$ cat config.mk
export PLATFORM = sky130hd
export DESIGN_NAME = boot_loader
export DESIGN_NICKNAME = d
export VERILOG_FILES = /design/src/rtl/boot_pkg.sv /design/src/rtl/byte_packer.sv /design/src/rtl/boot_loader.sv
export SDC_FILE = /design/constraint.sdc
export NUM_CORES = 1
export LEC_CHECK = 0
export ABC_AREA = 1
export CAP_MARGIN = 20
export CORE_ASPECT_RATIO = 0.6
export CORE_MARGIN = 5
export CORE_UTILIZATION = 55
export DETAILED_ROUTE_END_ITERATION = 8
export PLACE_DENSITY = 0.79
export SYNTH_ARGS = -nofsm -noshare
export SYNTH_HDL_FRONTEND = slang
export SYNTH_SLANG_ARGS = --single-unit
$ cat constraint.sdc
create_clock -name clk -period 2.7 [get_ports clk]
set_input_delay 0.27 -clock clk [delete_from_list [all_inputs] [get_ports clk]]
set_output_delay 0.27 -clock clk [all_outputs]
set_load 0.01 [all_outputs]
$ cat src/rtl/boot_pkg.sv
// Shared definitions for the boot loader: FSM states and counter widths.
package boot_pkg;

  // Loader phases: length field, data words, checksum byte, then a terminal state.
  typedef enum logic [2:0] {
    LEN   = 3'd0,
    DATA  = 3'd1,
    CHECK = 3'd2,
    DONE  = 3'd3,
    ERROR = 3'd4
  } state_t;

  // Byte position inside a 32-bit word.
  localparam int IDX_W = 2;

  // Default image limit and the matching word-counter width.
  localparam int DEFAULT_MAX_WORDS = 1024;
  localparam int DEFAULT_WCNT_W    = $clog2(DEFAULT_MAX_WORDS + 1);

  // Word counter must hold values 0..max_words inclusive.
  function automatic int word_cnt_width(input int max_words);
    return $clog2(max_words + 1);
  endfunction

endpackage

$ cat src/rtl/byte_packer.sv
// Packs a byte stream into little-endian 32-bit words. The assembled word is
// presented combinationally on the edge that accepts the 4th byte, so the
// consumer can capture it on that same edge.
module byte_packer
  import boot_pkg::*;
(
  input  logic        clk,
  input  logic        reset,
  input  logic [7:0]  byte_in,
  input  logic        accept,
  output logic [31:0] word,
  output logic        word_valid
);

  logic [IDX_W-1:0] idx_reg;
  logic [IDX_W-1:0] idx_next;

  // Byte index advances on each accepted byte and wraps after the 4th.
  always_comb begin
    idx_next = idx_reg;
    if (accept) begin
      idx_next = idx_reg + IDX_W'(1);
    end
  end

  // Byte index register.
  always_ff @(posedge clk) begin
    if (!reset) begin
      idx_reg <= '0;
    end else begin
      idx_reg <= idx_next;
    end
  end

  assign word_valid = accept && (idx_reg == '1);

  generate
    for (genvar gi = 0; gi < 4; gi++) begin : g_lane
      logic [7:0] lane_reg;
      logic       lane_hit;

      assign lane_hit = accept && (idx_reg == IDX_W'(gi));

      // Lane gi captures byte gi of the current word.
      always_ff @(posedge clk) begin
        if (!reset) begin
          lane_reg <= '0;
        end else if (lane_hit) begin
          lane_reg <= byte_in;
        end
      end

      // Bypass the incoming byte so the full word is visible on its last byte.
      assign word[8*gi +: 8] = lane_hit ? byte_in : lane_reg;
    end
  endgenerate

endmodule

$ cat src/rtl/boot_loader.sv
// Framed program loader: length, little-endian data words written sequentially
// to memory, XOR checksum. Keeps the core in reset until the image verifies.
module boot_loader
  import boot_pkg::*;
#(
  parameter int                    ADDR_WIDTH = 32,
  parameter logic [ADDR_WIDTH-1:0] BASE_ADDR  = '0,
  parameter int                    MAX_WORDS  = DEFAULT_MAX_WORDS
) (
  input  logic                  clk,
  input  logic                  reset,
  input  logic [7:0]            in_data,
  input  logic                  in_valid,
  output logic                  in_ready,
  output logic [ADDR_WIDTH-1:0] mem_addr,
  output logic [31:0]           mem_wdata,
  output logic                  mem_wr,
  output logic                  core_reset,
  output logic                  done,
  output logic                  error
);

  localparam int WCNT_W = word_cnt_width(MAX_WORDS);

  state_t                state_reg, state_next;
  logic [WCNT_W-1:0]     len_reg, len_next;
  logic [WCNT_W-1:0]     wcnt_reg, wcnt_next;
  logic [7:0]            csum_reg, csum_next;
  logic [ADDR_WIDTH-1:0] addr_reg, addr_next;
  logic [31:0]           wdata_reg, wdata_next;
  logic                  wr_reg, wr_next;

  logic                  byte_acc;
  logic                  pk_accept;
  logic [31:0]           pk_word;
  logic                  pk_valid;

  // Ready depends only on registered state so it never loops through in_valid.
  assign in_ready  = (state_reg == LEN) || (state_reg == CHECK) ||
                     ((state_reg == DATA) && !wr_reg);
  assign byte_acc  = in_valid && in_ready;
  // The checksum byte bypasses the packer; only length and data bytes are packed.
  assign pk_accept = byte_acc && ((state_reg == LEN) || (state_reg == DATA));

  byte_packer u_packer (
    .clk        (clk),
    .reset      (reset),
    .byte_in    (in_data),
    .accept     (pk_accept),
    .word       (pk_word),
    .word_valid (pk_valid)
  );

  // Next-state logic for the FSM, counters, checksum and write port.
  always_comb begin
    state_next = state_reg;
    len_next   = len_reg;
    wcnt_next  = wcnt_reg;
    csum_next  = csum_reg;
    addr_next  = addr_reg;
    wdata_next = wdata_reg;
    wr_next    = 1'b0;

    case (state_reg)
      LEN: begin
        if (pk_valid) begin
          if (pk_word > 32'(MAX_WORDS)) begin
            state_next = ERROR;
          end else if (pk_word == '0) begin
            state_next = CHECK;
          end else begin
            len_next   = pk_word[WCNT_W-1:0];
            state_next = DATA;
          end
        end
      end

      DATA: begin
        if (wr_reg) begin
          // Write cycle: step the address and count the word just written.
          addr_next = addr_reg + ADDR_WIDTH'(4);
          wcnt_next = wcnt_reg + WCNT_W'(1);
          if ((wcnt_reg + WCNT_W'(1)) == len_reg) begin
            state_next = CHECK;
          end
        end else if (byte_acc) begin
          csum_next = csum_reg ^ in_data;
          if (pk_valid) begin
            wdata_next = pk_word;
            wr_next    = 1'b1;
          end
        end
      end

      CHECK: begin
        if (byte_acc) begin
          state_next = (in_data == csum_reg) ? DONE : ERROR;
        end
      end

      default: begin
        // DONE and ERROR are held until reset.
      end
    endcase
  end

  // State and datapath registers; active-low reset aborts any frame in flight.
  always_ff @(posedge clk) begin
    if (!reset) begin
      state_reg <= LEN;
      len_reg   <= '0;
      wcnt_reg  <= '0;
      csum_reg  <= '0;
      addr_reg  <= BASE_ADDR;
      wdata_reg <= '0;
      wr_reg    <= 1'b0;
    end else begin
      state_reg <= state_next;
      len_reg   <= len_next;
      wcnt_reg  <= wcnt_next;
      csum_reg  <= csum_next;
      addr_reg  <= addr_next;
      wdata_reg <= wdata_next;
      wr_reg    <= wr_next;
    end
  end

  assign mem_addr   = addr_reg;
  assign mem_wdata  = wdata_reg;
  assign mem_wr     = wr_reg;
  assign done       = (state_reg == DONE);
  assign error      = (state_reg == ERROR);
  assign core_reset = (state_reg != DONE);

endmodule

==> flow_metrics.py, run 1 <==
metrics = {
    "status": {
        "outcome": "finished, final reports clean",
    },
    "critical_path": {
        "critPathKind": "flip-flop to flip-flop",
        "critPathCaptureType": "flip-flop",
        "critPathBufInv": 2,
        "largest_stage_delay_on_the_critical_path_ps": 360,
        "path_max_fanout": 8,
        "element_type_at_the_critical_path_start": "flip-flop",
        "cp_cell_sequence": "nor2_4, nand2_1, nor2_4, nand2_1, nor2_2, nand3_1, nor2_4, nand4_1, inv_1, nand2_1, inv_1, nand3_1, xor2_1, nor2_1",
        "cpMaxStageDelayCell": "sky130_fd_sc_hd__dfxtp_2",
        "worst_ep_arrival_time_ps": 2800,
        "critPathTopFamily": "simple AND/OR/NAND/NOR gates",
        "crit_required_ps": 2980,
    },
    "layout": {
        "final_cell_count_no_fill": 1154,
        "most_used_cells_in_the_layout_excluding_fill_and_tap_cells": "sky130_fd_sc_hd__nand2_1, sky130_fd_sc_hd__dfxtp_1, sky130_fd_sc_hd__inv_1",
        "fill_count": 900,
        "layout.nets": 1014,
        "drive_above_1_share_pct": 9.70,
        "mostFrequentLayoutCell": "sky130_fd_sc_hd__nand2_1",
        "n_antenna_cell": 0,
        "multiInputGateArea_sq_um": 2990,
        "synthToLayoutAreaGrowth_pct": 27.7,
        "area.sequential_sq_um": 2610,
    },
    "synthesis": {
        "synthesis.area_per_instance_sq_um": 6.93,
        "synth.distinct_cells": 34,
        "ys_seq_elements": 130,
        "synthArstFlopShare_pct": 0,
        "synth_area_leaders": "sky130_fd_sc_hd__dfxtp_1, sky130_fd_sc_hd__nand2_1, sky130_fd_sc_hd__inv_1",
        "yosys.area.top_type": "sky130_fd_sc_hd__dfxtp_1",
        "seq_area_frac_synth_pct": 41.7,
        "syn_inst": 900,
        "synth.top_cell.area_share_pct": 41.7,
        "synth_warnings": 0,
        "mappedNetlistArea_sq_um": 6240,
        "synth_flop_type": "sky130_fd_sc_hd__dfxtp_1",
        "count_of_flip_flops_with_a_built_in_enable_after_synthesis": 0,
    },
    "pwr": {
        "vdd_ir_drop_max_v": 0.000425,
        "p_leak_nw": 3.42,
        "power_density_nw_per_um2": 827,
    },
    "timing": {
        "max_freq_mhz": 397,
        "post-route-period-util_pct": 93.3,
        "setup_slack_ps": 180,
        "period_minus_slack_ps": 2520,
        "setup-violations-final": 0,
        "slew_headroom_pct": 53.2,
        "timing_worst_slew_pin_value_ps": 702,
        "timing.final.hold_violations": 0,
        "finalMaxSlewViolations": 0,
        "finalClockSkew_ps": 11.4,
        "fin_hold_ws_ps": 384,
    },
    "detailed_routing": {
        "detail_route.drc_violations": 0,
        "detail-route-antenna-nets": 0,
        "totalWireLength_microns": 17100,
        "detail_route.first_pass.iterations": 5,
        "detailedRoute.firstIterationViolations": 471,
        "detail_route.vias_per_cell": 5.26,
        "vias": 6066,
        "detail_route.wl_per_cell_microns": 14.8,
    },
    "clocking": {
        "cts_tree": "built",
        "cts-root-buf": "sky130_fd_sc_hd__clkbuf_16",
        "worst_setup_hold_path_clk_slew_ps": 60,
        "tritoncts.num_buffers": 17,
        "source_to_sink_clock_delay_at_the_later_pin_of_the_worst_skew_pair_ps": 420,
        "numClockSinks": 130,
        "ctsHtreeMaxLevel": 4,
        "cts_buffer_depth": 2,
        "ctsHoldBuffers": 0,
    },
    "die": {
        "num_rows": 30,
        "top_level_ports": 80,
        "core_region_area_sq_um": 11200,
        "die-area_sq_um": 13600,
        "die-width_microns": 148,
        "chipHeight_microns": 92.5,
        "floorplan.initialDensity_pct": 55.8,
    },
    "global_routing": {
        "total_routing_usage_reported_by_global_routing_pct": 25.3,
        "grt_antenna_before_repair": 0,
        "grt_overflow": 0,
        "grt_max_degree": 77,
        "first_global_vias": 5437,
        "grt_pass1_wl_microns": 27600,
    },
    "placement": {
        "io_buf_count": 77,
        "detailedPlace.worstSlack_ps": -69.1,
        "dpl.hpwl_microns": 12000,
        "routabilityCongestion": 0.911,
        "dp.cells": 1121,
    },
    "min_path": {
        "worst_hold_path_type": "input pin to flip-flop",
    },
    "flow_run": {
        "max_cap_viol_count": 0,
    },
}
## power by group
| group | switching [mW] | internal (mW) |
|---|---|---|
| registers | 0.0860 | 2.08 |
| clock network | 0.906 | 1.43 |
| logic | 1.32 | 0.770 |
| total | 2.31 | 4.28 |
## cell usage after synthesis (3+ instances only)
cell type,instances
sky130_fd_sc_hd__nand2_1,201
sky130_fd_sc_hd__dfxtp_1,130
sky130_fd_sc_hd__inv_1,121
sky130_fd_sc_hd__nor2_1,109
sky130_fd_sc_hd__o21ai_0,69
sky130_fd_sc_hd__a21oi_1,56
sky130_fd_sc_hd__nand4_1,56
sky130_fd_sc_hd__nand3_1,30
sky130_fd_sc_hd__clkbuf_1,25
sky130_fd_sc_hd__nor3_1,23
sky130_fd_sc_hd__xor2_1,20
sky130_fd_sc_hd__buf_2,6
sky130_fd_sc_hd__ha_1,6
sky130_fd_sc_hd__inv_2,5
sky130_fd_sc_hd__nor2_2,5
sky130_fd_sc_hd__buf_4,4
sky130_fd_sc_hd__buf_6,4
sky130_fd_sc_hd__nor4_1,4
sky130_fd_sc_hd__o21a_1,4
sky130_fd_sc_hd__nor2_4,3
## what timing repair did
item	4_1_cts	5_1_grt
setup endpoints to repair	0	20
buffers inserted	0	1
resized for setup	0	9
## kinds of logic after synthesis
logic type	count (synthesis)	synth area share [%]
AOI/OAI and AO/OA	134	11.1
xor gates and xnor gates	23	3.45
DFF	130	41.7
adders and majority gates	6	1.20
buffers and inverters	166	10.8
other	1	0.0601
and+or+nand+nor	440	31.6
## worst reg2reg max path: cells and delay by family, from the launching register on
kind / cells / cell delay, ps
AND/OR/NAND/NOR: 11 / 1630
flip-flops: 1 / 360
buffers and inverters: 2 / 220
XOR/XNOR: 1 / 180
## worst paths after layout
check / cells past startpoint / to / start / slack, ps
setup / recovery: 14 / mem_addr[27] / state_reg[1] / 180
hold / removal: 3 / mem_addr[30] / reset / 380
setup reg to reg: 14 / mem_addr[27] / state_reg[1] / 180
hold reg to reg: 2 / mem_wdata[31] / mem_wdata[31] / 480
## metal layers
metal	routed length, microns	track usage (%)	part of all wire, %
met1	8750	38.9	51
met2	6740	34.1	39
met3	1490	7.68	8.7
met4	154	6.12	0.90
met5	0	0	0
## through the flow
step                      setup TNS, ps  util [%]  cell area (sq um)  power, mW
after floorplan                       0         -               6240       3.46
after global placement                0      65.4               7320       4.13
after detailed placement           -524      65.4               7320       4.16
after CTS                             0      70.8               7920       6.50
after global routing             -0.241      71.2               7970       6.92
final                                 0      71.2               7970       6.59
## layout make-up
class	count	share of cell area (%)
inverters	126	5.94
flip-flops and latches	130	32.8
well taps	144	2.26
clock buffers	20	5.73
multi-input cells	605	37.6
clock inverters	12	1.87
repair buffers	117	13.9
Power figures use the tool's default switching activity.
==> run 2: changes to the inputs <==
--- a/config.mk
+++ b/config.mk
@@ -11,6 +11,7 @@
 export CORE_MARGIN = 5
 export CORE_UTILIZATION = 55
 export DETAILED_ROUTE_END_ITERATION = 8
+export GPL_ROUTABILITY_DRIVEN = 1
 export PLACE_DENSITY = 0.79
 export SYNTH_ARGS = -nofsm -noshare
 export SYNTH_HDL_FRONTEND = slang
==> results of run 2 <==
No change in the layout: final DEF, timing and power equal those of run 1.
